**src/rtl/sequence_memory.sv**
```systemverilog
// Purpose: stores the memory-game sequence, plays it back with on/off timing and checks player entries.
// Latency: one APPEND cycle per round; match/error/round_done are registered, one cycle after input_valid.
// Backpressure: none; pulses outside their accepting state are dropped, and start aborts any activity.
module sequence_memory #(
   parameter int N          = 3,
   parameter int DEPTH      = 16,
   parameter int IDX_W      = 4,
   parameter int ON_CYCLES  = 25000000,
   parameter int OFF_CYCLES = 12500000,
   parameter int TIMER_W    = 26
) (
   input  logic             clock,
   input  logic             reset,
   input  logic             start,
   input  logic             next_round,
   input  logic [N-1:0]     rnd_address,
   output logic             rnd_enable,
   output logic             play_valid,
   output logic [N-1:0]     play_address,
   input  logic             input_valid,
   input  logic [N-1:0]     input_address,
   output logic             match,
   output logic             error,
   output logic             round_done,
   output logic             busy,
   output logic             seq_full,
   output logic [IDX_W:0]   length
);

   typedef enum logic [2:0] {
      IDLE     = 3'd0,
      APPEND   = 3'd1,
      SHOW_ON  = 3'd2,
      SHOW_OFF = 3'd3,
      WAIT_IN  = 3'd4
   } state_t;

   localparam logic [IDX_W:0]     LEN_ONE   = {{IDX_W{1'b0}}, 1'b1};
   localparam logic [IDX_W:0]     LEN_FULL  = (IDX_W+1)'(DEPTH);
   localparam logic [IDX_W-1:0]   IDX_ONE   = {{(IDX_W-1){1'b0}}, 1'b1};
   localparam logic [TIMER_W-1:0] TIMER_ONE = {{(TIMER_W-1){1'b0}}, 1'b1};
   localparam logic [TIMER_W-1:0] ON_LAST   = TIMER_W'(ON_CYCLES - 1);
   localparam logic [TIMER_W-1:0] OFF_LAST  = TIMER_W'(OFF_CYCLES - 1);

   state_t             state;
   logic [N-1:0]       mem [DEPTH];
   logic [IDX_W-1:0]   idx;
   logic [TIMER_W-1:0] timer;

   logic [IDX_W:0]     last_pos;
   logic               idx_is_last;
   logic [N-1:0]       cur_entry;
   logic               write_entry;

   // Helper decodes: position of the final stored entry and the entry under idx.
   always_comb begin
      last_pos    = length - LEN_ONE;
      idx_is_last = ({1'b0, idx} == last_pos);
      cur_entry   = mem[idx];
      // The append write is suppressed whenever reset or start pre-empts APPEND.
      write_entry = reset && !start && (state == APPEND);
   end

   // Moore output decode straight from the state and registered counters.
   always_comb begin
      rnd_enable   = (state == APPEND);
      busy         = (state != IDLE);
      play_valid   = (state == SHOW_ON);
      play_address = (state == SHOW_ON) ? cur_entry : '0;
      seq_full     = (length == LEN_FULL);
   end

   // Sequence storage; never cleared, since only entries below length are ever read.
   always_ff @(posedge clock) begin
      if (write_entry) begin
         mem[length[IDX_W-1:0]] <= rnd_address;
      end
   end

   // Game FSM: append, timed playback, then entry checking with registered result pulses.
   always_ff @(posedge clock) begin
      if (!reset) begin
         state      <= IDLE;
         length     <= '0;
         idx        <= '0;
         timer      <= '0;
         match      <= 1'b0;
         error      <= 1'b0;
         round_done <= 1'b0;
      end else begin
         match      <= 1'b0;
         error      <= 1'b0;
         round_done <= 1'b0;
         if (start) begin
            // A new game discards the stored sequence; APPEND refills entry 0.
            length <= '0;
            idx    <= '0;
            timer  <= '0;
            state  <= APPEND;
         end else begin
            case (state)
               IDLE: begin
                  if (next_round) begin
                     if (length == LEN_FULL) begin
                        // Sequence is full: replay without growing it.
                        idx   <= '0;
                        timer <= '0;
                        state <= SHOW_ON;
                     end else if (length != '0) begin
                        state <= APPEND;
                     end
                  end
               end
               APPEND: begin
                  // The generator advances on this same edge, so the pre-advance value is stored.
                  length <= length + LEN_ONE;
                  idx    <= '0;
                  timer  <= '0;
                  state  <= SHOW_ON;
               end
               SHOW_ON: begin
                  if (timer == ON_LAST) begin
                     timer <= '0;
                     state <= SHOW_OFF;
                  end else begin
                     timer <= timer + TIMER_ONE;
                  end
               end
               SHOW_OFF: begin
                  if (timer == OFF_LAST) begin
                     timer <= '0;
                     if (idx_is_last) begin
                        idx   <= '0;
                        state <= WAIT_IN;
                     end else begin
                        idx   <= idx + IDX_ONE;
                        state <= SHOW_ON;
                     end
                  end else begin
                     timer <= timer + TIMER_ONE;
                  end
               end
               WAIT_IN: begin
                  // No timeout here: the controller leaves this state with start.
                  if (input_valid) begin
                     if (input_address == cur_entry) begin
                        match <= 1'b1;
                        if (idx_is_last) begin
                           round_done <= 1'b1;
                           idx        <= '0;
                           state      <= IDLE;
                        end else begin
                           idx <= idx + IDX_ONE;
                        end
                     end else begin
                        error <= 1'b1;
                        idx   <= '0;
                        state <= IDLE;
                     end
                  end
               end
               default: begin
                  state <= IDLE;
               end
            endcase
         end
      end
   end

endmodule

```
**config.mk**
```make
export PLATFORM = sky130hd
export DESIGN_NAME = sequence_memory
export DESIGN_NICKNAME = d
export VERILOG_FILES = /design/src/rtl/sequence_memory.sv
export SDC_FILE = /design/constraint.sdc
export NUM_CORES = 1
export LEC_CHECK = 0
export BUFFER_PORTS_ARGS = -buffer_cell sky130_fd_sc_hd__buf_2
export CAP_MARGIN = 20
export CORE_MARGIN = 2
export CORE_UTILIZATION = 65
export CTS_CLUSTER_SIZE = 30
export DETAILED_ROUTE_END_ITERATION = 16
export HOLD_SLACK_MARGIN = 0.12
export PLACE_DENSITY = 0.94
export SLEW_MARGIN = 30
export SYNTH_ARGS = -nofsm -noshare
export SYNTH_HDL_FRONTEND = slang
export SYNTH_SLANG_ARGS = --single-unit
```
**constraint.sdc**
```tcl
create_clock -name clock -period 7.2 [get_ports clock]
set_input_delay 1.08 -clock clock [delete_from_list [all_inputs] [get_ports clock]]
set_output_delay 1.08 -clock clock [all_outputs]
set_load 0.01 [all_outputs]
```
; Word level (Yosys, flattened, before mapping)
; Memory sizes are Yosys's and may differ from the RTL's. A register that Yosys moved wholly into a read port is not among the register bits.
; Index checks and enable logic that the tools add are counted.
[word_totals]
reg_bits = 41
latchBits = 0
mem_bits_rw = 48
rom_bits = 0
input_bits = 11
out_inout_bits = 15
wordCells = 85
mem_count = 1
[op_classes]
addsub = 4
n_mul = 0
div = 0
order_cmp = 0
eq_ne = 22
n_shift = 0
n_mux = 31
bitwise_logic = 4
n_reduce_logical = 15
[mem_list]
columns = memory, words, width, read_ports, rd_ports_with_merged_regs, write_ports, line
row1 = mem, 16, 3, 1, 1, 1, 46  ; logic [N-1:0] mem [DEPTH];
[op_table]
columns = op, n
row1 = 26-bit two-way mux, 4
row2 = 26-bit one-hot mux with 4 select lines, 1
row3 = 4-bit two-way mux, 8
row4 = 3-bit two-way mux, 10
row5 = 26-bit by 1-bit adder with 26-bit output (second input constant), 1
row6 = 26-bit by 24-bit equality test with 1-bit output (second input constant), 1
row7 = 26-bit by 25-bit equality test with 1-bit output (second input constant), 1
row8 = 4-bit one-hot mux with 4 select lines, 1
row9 = 3-bit != test (second input constant), 5
row10 = 3-bit one-hot mux with 5 select lines, 1
row11 = 6-bit AND reduction, 2
row12 = 2-bit != test (second input constant), 4
row13 = 4-bit != test (second input constant), 2
row14 = 4-bit nonzero test, 2
row15 = 3-bit by 2-bit equality test with 1-bit output (second input constant), 2
row16 = 1-bit two-way mux, 6
row17 = 5-bit by 1-bit adder with 5-bit output (second input constant), 1
row18 = 4-bit by 5-bit equality test with 1-bit output, 1
row19 = 5-bit equality test (second input constant), 1
row20 = 5-bit AND reduction, 1
row21 = 5-bit nonzero test, 1
row22 = 5-bit OR reduction, 1
row23 = 5-bit by 1-bit subtractor with 5-bit output (second input constant), 1
row24 = 4-bit by 1-bit adder with 4-bit output (second input constant), 1
row25 = other kinds (13), 17

; Longest topological paths before layout
[logic_depth]
word_depth = 8
mapped_depth = 9

; Worst setup path after synthesis
; No wires, ideal clock.
[synth_path]
path_kind = input-to-reg
start = in reset
end = reg (tool-made name)
arrival_time_ns = 2.445
required_ns = 7.123
setup_slack_ns = 4.677
path_stages = 5
n_path_buf = 0
path_cell_list = nor2b_1 -> nand3_1 -> or4b_1 -> or3_4 -> a21oi_1
[synth_rtl]
columns = item, line
row1 = start: declaration, 13  ; input logic reset,

==> implementation parameters <==
Parameter                              Value

Status
  Status ... finished clean

Yosys
  Top-area cell type share of the netlist area ... 0.333
  Synth Register Bits ... 93
  Area of the mapped netlist ... ~4300 µm²
  Most area-consuming cells after synthesis ... edfxtp_1, dfxtp_1, mux2i_1
  Number of distinct library cells after synthesis ... 54
  Mapped Cells ... between 400 and 500
  Yosys synthesis warning count ... 0
  Share of flip-flops with an asynchronous set or reset after synthesis ... 0
  Mean instance size in the synthesized netlist ... between 10 and 15 µm²
  Predominant post-synthesis flop cell ... edfxtp_1
  Nets in the synthesized netlist ... 421
  Library cell occupying the most area in the post-synthesis netlist ... edfxtp_1
  EDFF count, synth ... 48
  Share of the yosys chip area belonging to registers ... 0.541

Floorplanning
  Initial core utilization ... 0.678
  Die width ... 85.6 µm
  Die height ... 85.6 µm
  Floorplan core area ... ~6400 µm²
  Number of standard-cell rows in the floorplan ... 29
  I/O pin count ... 26
  Die footprint ... 7320 µm²

Setup path
  Critical Path Fanout Max ... 17
  Required arrival time at the worst endpoint ... 6120 ps
  Critical Path Start Type ... register
  Arrival time at the worst endpoint ... 2480 ps
  CP endpoint kind ... primary output
  Crit Path Class ... register to primary output

Cells and area
  Antenna cell count ... 0
  Ratio of cells with drive above 1 in the final layout ... 0.106
  # fillers ... about 420
  Area added between synthesis and finish ... 7.89%
  Cell area after layout ... around 4700 µm²
  Final layout net count ... 446
  Non-filler instance count after layout ... 510

CTS
  CTS tree ... done
  Sink count of the clock tree ... 93
  Total CTS buffers ... 9
  Total number of H-tree levels ... 3
  Clock slew at the register clock pins of the worst setup and hold paths ... 100 ps
  Post CTS Setup Buffer Count ... 0
  Clock insertion delay at the later pin of the skew report ... about 370 ps
  Number of buffers inserted by hold repair at cts ... 0
  Clk buf depth ... 2
  Number of instances resized during post-cts repair ... 0
  Clock Tree Root ... clkbuf_8

Routing
  Vias per Instance ... between 6 and 7
  Router iterations before antenna repair ... 5
  Routed vias ... 3265
  Average wire length per cell after detail routing ... 18.1 µm
  DRC violation count after routing ... 0
  Initial DRC Count ... between 200 and 300
  Post-detailed-route count of antenna-violating nets ... 0
  WL final ... approximately 9 mm

Timing
  Accumulated negative setup slack ... 0 ps
  Clock Skew ... about 15 ps
  RSZ-0062 raised after global routing ... false
  Minimum period implied by the final worst setup slack ... 3560 ps
  Setup violators final ... 0
  Final period utilization ... 0.494
  Fin. max-slew vios ... 0
  Relative slew slack ... 0.376
  Number of hold violations in the final report ... 0
  Final worst hold slack ... 493 ps
  Transition time at the pin with the least slew margin ... 935 ps
  Timing-limited maximum frequency ... 281 MHz

Placement
  Weighted congestion at the end of routability-driven global placement ... 0.888
  Placement-stage cell area ... 4480 µm²
  Port buffer count ... 25
  DP HPWL ... ~6.6 mm
  Placed cells ... ~490

Power
  Peak VDD IR ... 0.166 mV
  Power density of the placed cells ... approximately 210 nW/µm²
  Combinational cell fraction of total power ... 0.068
  Int Pwr ... roughly 0.72 mW
  Proportion of power drawn by flip-flops and latches ... 0.587
  Total power of the final layout ... 0.964 mW
  NetSw ... 0.249 mW
  Proportion of power drawn by the clock network ... 0.346
  Static Leak ... about 1.6 nW
  Switching power share of the total ... 0.258

Global routing
  Total overflow reported by the global router ... 0
  Global router's overall resource usage ... 0.262
  Initial antenna violation count ... 0
  Wire length of the first global-routing pass ... 15.1 mm
  Number of global-route vias before repair ... 3136
  Maximum number of pins on one net before global-route repair ... 19

Min path
  Classification of the worst-slack hold path ... register to register

Run
  Max-capacitance violation count ... 0
==> power by group through the flow <==
stage | Combinational (mW) | Sequential, mW | Clock (mW)
after CTS | 0.0641 | 0.565 | 0.334
final | 0.0651 | 0.566 | 0.334
after global routing | 0.0707 | 0.567 | 0.356
after global placement | 0.0617 | 0.577 | 0
after floorplan | 0.0453 | 0.574 | 0
after detailed placement | 0.0633 | 0.578 | 0
==> path summary, 6_finish.rpt <==
kind | from | end | slack (ps) | depth (start not counted)
max | register | play_address[2] | 3640 | 6
min | timer[25]$_SDFFE_PP0P_ | timer[25]$_SDFFE_PP0P_ | 490 | 2
max reg2reg | register | idx[1]$_SDFFE_PP0N_ | 4150 | 7
min reg2reg | timer[25]$_SDFFE_PP0P_ | timer[25]$_SDFFE_PP0P_ | 490 | 2
==> layer usage <==
layer,part of all wire,global-route usage,up-vias
li1,-,-,1547
met1,0.42,0.347,1536
met2,0.49,0.433,159
met3,0.065,0.0452,23
met4,0.025,0.102,0
met5,0,0,-
==> per-stage QoR <==
stage,setup slack (ps),utilization
floorplan,4680,-
global placement,4160,0.701
detailed placement,4040,0.701
CTS,3690,0.731
global route,3470,0.731
finish,3640,0.731
==> state kept, by name, summed over array words and instances, names as in the netlist, named ones only <==
register and flops:
mem 48, length 5, match 1, idx 4, error 1, timer 26, state 3, round_done 1
==> Yosys cell counts (6+ instances only) <==
library cell  instances
a21oi_1              13
a22o_1                6
and3_1                6
clkbuf_1              6
dfxtp_1              45
edfxtp_1             48
ha_1                  7
inv_1                 8
mux2i_1              25
nand2_1              26
nand2b_1              6
nand3_1              15
nand4_1              16
nor2_1               53
nor2b_1               6
nor3_1               13
o21ai_1              13
o31ai_1               6
xnor2_1               9
xor2_1               20
==> placed cells by master (no fill, tap or decap), types with 2 or more instances in the layout <==
master,instances
a211oi_1,2
nor3_1,13
inv_8,2
o21ai_1,13
mux2i_1,25
o211ai_1,2
nand4_1,16
dfxtp_1,45
a22o_1,6
buf_2,25
nand2b_1,6
or3_1,3
and3_1,6
clkinv_4,2
nand3_1,15
o21ai_0,4
inv_1,8
ha_1,7
nor2_1,53
and4b_1,2
clkbuf_8,9
o31ai_1,6
a21o_1,2
edfxtp_1,48
nor2b_1,6
a31oi_1,2
a21oi_1,13
xnor2_1,9
xor2_1,20
nor4_1,4
or4b_1,4
a221oi_1,4
or4_1,2
inv_6,2
nand2_1,26
==> worst max-delay path: stages (launching register included) <==
cell and delay (ps):
dfxtp_1 950, mux2i_1 170, a22o_1 260, a221oi_1 260, mux2i_1 190, nor2_1 130
buf_2 140
==> kinds of logic (layout without fill, tap and decap cells) <==
family                     Yosys count  count (layout)  share of synthesized area
buffers and inverters               20              50                     0.0237
and+or+nand+nor                    163             163                      0.192
AOI/OAI and AO/OA                   64              64                      0.101
muxes                               27              27                     0.0630
xor gates and xnor gates            29              29                     0.0587
DFF                                 93              93                      0.541
adders and majority gates            7               7                     0.0202
==> layout make-up <==
cell class              count  area, µm²  share of cell area
flip-flops and latches     93       2340               0.502
multi-input cells         290       1880               0.403
repair buffers             25        125              0.0268
clock buffers               9        124              0.0265
well taps                  77       96.3              0.0206
clock inverters             7       65.1              0.0139
inverters                   9       33.8             0.00724
Power figures use the tool's default switching activity.
